$ cat src/rtl/branch_predictor.sv
// Direct-mapped BTB with 2-bit saturating counters for beq/bne prediction,
// plus saturating counts of resolved and mispredicted branches.
module branch_predictor #(
  parameter int IDX_W = 4
) (
  input  logic        CLK,
  input  logic        nRST,
  input  logic [31:0] fetch_pc,
  output logic        br_taken,
  output logic [31:0] pred_target,
  input  logic        br,
  input  logic        br_result,
  input  logic        br_pred,
  input  logic [31:0] br_pc,
  input  logic [31:0] br_target,
  output logic [31:0] br_count,
  output logic [31:0] mispred_count
);

  localparam int ENTRIES = 2 ** IDX_W;
  localparam int TAG_W   = 30 - IDX_W;

  typedef enum logic [1:0] {
    STRONG_NT = 2'b00,
    WEAK_NT   = 2'b01,
    WEAK_T    = 2'b10,
    STRONG_T  = 2'b11
  } ctr_t;

  typedef struct packed {
    logic             valid;
    logic [TAG_W-1:0] tag;
    logic [31:0]      target;
    ctr_t             ctr;
  } btb_entry_t;

  btb_entry_t btb [ENTRIES];

  function automatic ctr_t ctr_up(input ctr_t c);
    return (c == STRONG_T) ? STRONG_T : ctr_t'(c + 2'd1);
  endfunction

  function automatic ctr_t ctr_dn(input ctr_t c);
    return (c == STRONG_NT) ? STRONG_NT : ctr_t'(c - 2'd1);
  endfunction

  // Lookup reads the registered array, so a same-cycle update is seen next cycle.
  logic [IDX_W-1:0] f_idx;
  btb_entry_t       f_entry;
  logic             f_hit;

  assign f_idx       = fetch_pc[IDX_W+1:2];
  assign f_entry     = btb[f_idx];
  assign f_hit       = f_entry.valid && (f_entry.tag == fetch_pc[31:IDX_W+2]);
  assign br_taken    = f_hit && f_entry.ctr[1];
  assign pred_target = br_taken ? f_entry.target : fetch_pc + 32'd4;

  logic [IDX_W-1:0] u_idx;
  btb_entry_t       u_entry;
  logic             u_hit;
  logic             upd_we;
  btb_entry_t       upd_entry;

  assign u_idx   = br_pc[IDX_W+1:2];
  assign u_entry = btb[u_idx];
  assign u_hit   = u_entry.valid && (u_entry.tag == br_pc[31:IDX_W+2]);

  // Word-aligned PCs: the byte-offset bits never take part in lookup.
  logic unused_br_pc_lsbs;
  assign unused_br_pc_lsbs = ^br_pc[1:0];

  always_comb begin
    // NOTE: every output of this block gets a default first, so no path leaves a latch.
    upd_we    = 1'b0;
    upd_entry = u_entry;
    if (br) begin
      if (u_hit) begin
        upd_we = 1'b1;
        if (br_result) begin
          upd_entry.ctr    = ctr_up(u_entry.ctr);
          upd_entry.target = br_target;
        end else begin
          upd_entry.ctr = ctr_dn(u_entry.ctr);
        end
      end else if (br_result) begin
        upd_we           = 1'b1;
        upd_entry.valid  = 1'b1;
        upd_entry.tag    = br_pc[31:IDX_W+2];
        upd_entry.target = br_target;
        upd_entry.ctr    = WEAK_T;
      end
    end
  end

  always_ff @(posedge CLK or negedge nRST) begin
    if (!nRST) begin
      // NOTE: the BTB array is reset explicitly; a cold predictor must never hit on stale tags.
      for (int i = 0; i < ENTRIES; i++) begin
        btb[i] <= '0;
      end
    end else if (upd_we) begin
      // NOTE: non-blocking assignment keeps the lookup above on pre-update contents.
      btb[u_idx] <= upd_entry;
    end
  end

  always_ff @(posedge CLK or negedge nRST) begin
    if (!nRST) begin
      br_count      <= '0;
      mispred_count <= '0;
    end else if (br) begin
      if (br_count != '1) br_count <= br_count + 32'd1;
      if ((br_result != br_pred) && (mispred_count != '1))
        mispred_count <= mispred_count + 32'd1;
    end
  end

endmodule

$ cat config.mk
export PLATFORM = sky130hd
export DESIGN_NAME = branch_predictor
export DESIGN_NICKNAME = d
export VERILOG_FILES = /design/src/rtl/branch_predictor.sv
export SDC_FILE = /design/constraint.sdc
export NUM_CORES = 2
export LEC_CHECK = 0
export CAP_MARGIN = 20
export CORE_MARGIN = 3
export CORE_UTILIZATION = 62
export DETAILED_ROUTE_END_ITERATION = 8
export PLACE_DENSITY = 0.79
export SYNTH_ARGS = -nofsm -noshare
export SYNTH_HDL_FRONTEND = slang
export SYNTH_SLANG_ARGS = --single-unit
$ cat constraint.sdc
create_clock -name CLK -period 6.5 [get_ports CLK]
set_input_delay 1.3 -clock CLK [delete_from_list [all_inputs] [get_ports CLK]]
set_output_delay 1.3 -clock CLK [all_outputs]
set_load 0.005 [all_outputs]
==> results.sh <==
export IMPL_start_util_pct=63.0
export IMPL_setup_worst_path_class="in2out"
export IMPL_finalSetupViolCount=0
export IMPL_fin_crit_sh_pct=98.5
export IMPL_ant_nets=0
export IMPL_synthArstFlopShare_pct=100
export IMPL_worstMarginPinSlew_ns=1.17
export IMPL_slew_viol_final=0
export IMPL_synth_area_leaders="dfrtp_1 47%, mux4_2 22%, nand2_1 7.0%"
export IMPL_htreeDepth=3
export IMPL_drtIter0Drc=5060
export IMPL_place_hpwl_microns=104000
export IMPL_power_total_mw=18.0
export IMPL_start_kind="input pin"
export IMPL_final_cells=6139
export IMPL_fmax_ghz=0.156
export IMPL_yosysWarnings=0
export IMPL_yosys_cell_types_count=71
export IMPL_synth_edf_count=0
export IMPL_worst_setup_path_end_kind="output pin"
export IMPL_critPathArrivalTime_ns=5.10
export IMPL_pwr_density_cell_nw_per_um2=288
export IMPL_status="finished, final reports clean"
export IMPL_io_buffer_count=195
export IMPL_ctsLongestPathBuffers=3
export IMPL_finClkSkew_ns=0.0399
export IMPL_hold_violations=0
export IMPL_avgSynthCellArea_sq_um=11.4
export IMPL_clkPwrFrac_pct=36.1
export IMPL_cp_max_fo=60
export IMPL_yosysSeqAreaShare_pct=47.2
export IMPL_switching_share_pct=28.7
export IMPL_grt_total_usage_pct=36.8
export IMPL_drc=0
export IMPL_reg2reg_setup_slack_ns=1.96
export IMPL_grt_pass1_wl_microns=261000
export IMPL_grt_antenna_before_repair=7
export IMPL_p_switching_mw=5.17
export IMPL_routed_wl_microns=168000
export IMPL_cts_root_buf="clkbuf_16"
export IMPL_pin_count=198
export IMPL_fin_crit_ns=6.40
export IMPL_irDropWorstVdd_mv=0.236
export IMPL_post_route_util_pct=71.5
export IMPL_gp_congestion=0.992
export IMPL_cts_tree="yes"
export IMPL_drive_above_1_share_pct=20.3
export IMPL_mostFrequentLayoutCell="dfrtp_1"
export IMPL_ys_seq_elements=1040
export IMPL_overflow=0
export IMPL_synth_top_area_share_pct=47.2
export IMPL_die_x_microns=304
export IMPL_combPwrFrac_pct=19.1
export IMPL_cts_buffers=107
export IMPL_yosys_area_top_type="dfrtp_1"
export IMPL_via_per_inst=6.94
export IMPL_dp_cells=5937
export IMPL_drv_cap=0
export IMPL_slew_headroom_pct=21.7
export IMPL_seqPwrFrac_pct=44.8
export IMPL_grt_max_degree=163
export IMPL_wl_per_cell_microns=27.4
export IMPL_grt_pass1_vias=44200
export IMPL_core_area_sq_um=87400
export IMPL_setup_tns_ns=0
export IMPL_rows=108
export IMPL_synth_cells=4843
export IMPL_cp_required_ns=5.20
export IMPL_syn_to_final_growth_pct=13.4
export IMPL_p_int_mw=12.8
export IMPL_vias=42600
export IMPL_clock_sinks=1040
export IMPL_power_leakage_nw=26.3
export IMPL_synth_fp_nets=4947
export IMPL_hold_class="reg2reg"
export IMPL_dr_pass1_iters=6
export IMPL_netlist_area_sq_um=55100
export IMPL_synthFlopType="dfrtp_1"
export IMPL_clk_pin_slew_ns=0.06
export IMPL_die_h_microns=304
export IMPL_layout_common_cells="1,040 x dfrtp_1, 1,022 x nand2_1, 572 x o21ai_1"
export IMPL_nNetsFinal=5002
export IMPL_clk_latency_ns=0.71
export IMPL_dieArea_sq_um=92500
==> cell usage after synthesis (3+ instances only) <==
cell          n
dfrtp_1    1040
nand2_1    1024
o21ai_1     572
mux4_2      537
o21ai_0     397
clkbuf_1    253
mux2i_1     148
buf_2       105
xnor2_1      88
nor2_1       83
nand3_1      59
a21oi_1      50
buf_1        49
xor2_1       46
nand4_1      38
mux2_2       33
nand2b_1     27
a22oi_1      25
mux2i_2      20
clkbuf_2     18
o2111ai_1    17
inv_1        16
and3_1       15
nor3_1       15
nor2b_1      14
buf_6        12
buf_4        11
a31oi_1       9
nor4_1        8
o22ai_1       8
or3_1         8
a211oi_1      7
and4_1        7
mux2_1        7
and2_1        6
a21o_1        5
a22o_1        5
o211ai_1      5
a221oi_1      4
nor3b_1       4
ha_1          3
o21a_1        3
o31ai_1       3
o32ai_1       3
==> through the flow <==
stage | hold slack [ns] | instance area (sq um) | setup slack [ns]
after global placement | 0.458 | 58600 | 0.0551
after CTS | 0.480 | 62400 | 0.0214
final | 0.477 | 62500 | 0.0976
after detailed placement | 0.467 | 58700 | 0.0986
after floorplan | 0.445 | 55100 | 0.621
after global routing | 0.507 | 62500 | -0.0136
==> power groups by stage <==
| stage | clock network, mW | registers, mW | logic [mW] |
|---|---|---|---|
| 2_1_floorplan | 0 | 7.90 | 2.30 |
| 6_report | 6.50 | 8.06 | 3.43 |
| 3_5_place_dp | 0 | 8.13 | 3.34 |
| 5_1_grt | 6.80 | 8.16 | 3.70 |
| 3_3_place_gp | 0 | 8.05 | 3.20 |
| 4_1_cts | 6.53 | 8.04 | 3.38 |
==> repair_timing <==
action | 4_1_cts | 5_1_grt
endpoints found under the setup margin | 1 | 4
setup buffers | 0 | 0
gates resized for setup | 1 | 5
hold buffers | 0 | 0
==> final timing paths <==
kind	from	endpoint	cells past startpoint
worst max-delay path	fetch_pc[2]	pred_target[27]	11
worst min-delay path	btb[549]	btb[549]	2
worst max register to register	btb[344]	btb[577]	12
worst min register to register	btb[549]	btb[549]	2
max in group asynchronous	nRST	btb[410]	2
min in group asynchronous	nRST	btb[496]	1
==> logic make-up (layout without fill, tap and decap cells) <==
group                      count (synthesis)  in the layout  share of synthesized area, %
and+or+nand+nor                         1320           1320                          9.89
AOI/OAI and AO/OA                       1133           1133                          10.9
DFF                                     1040           1040                          47.2
muxes                                    745            745                          26.0
buffers and inverters                    468            608                          3.78
xor gates and xnor gates                 134            134                          2.13
adders and majority gates                  3              3                        0.0682
other                                      0              1                             0
==> layer usage <==
metal  GRT usage, %  up-vias  wire, microns
li1               -    17800              -
met1           45.9    21300          58000
met2           56.7     2707          78100
met3           10.7      786          19800
met4           23.7       14          12400
met5          0.517        -            140
==> critical path: stages <==
cell and delay (ns):
buf_8 0.22, buf_4 0.28, mux4_2 0.52, mux4_2 0.53
xnor2_1 0.39, nand4_1 0.19, nor4_2 0.37, nand2_2 0.11
buf_12 0.20, a21oi_1 0.36, clkdlybuf4s50_1 0.58
==> flip-flops by register name, summed over array words and instances, names as in the netlist <==
name,cells
br_count,32
btb,976
mispred_count,32
==> cell type report <==
| class | instances | area (sq um) |
|---|---|---|
| inverters | 17 | 63.8 |
| fillers | 5686 | 24900 |
| well taps | 1155 | 1450 |
| diodes | 1 | 2.50 |
| multi-input cells | 3335 | 27300 |
| repair buffers | 397 | 3910 |
| clock buffers | 161 | 3230 |
| clock inverters | 33 | 498 |
| flip-flops and latches | 1040 | 26000 |
Power figures use the tool's default switching activity.
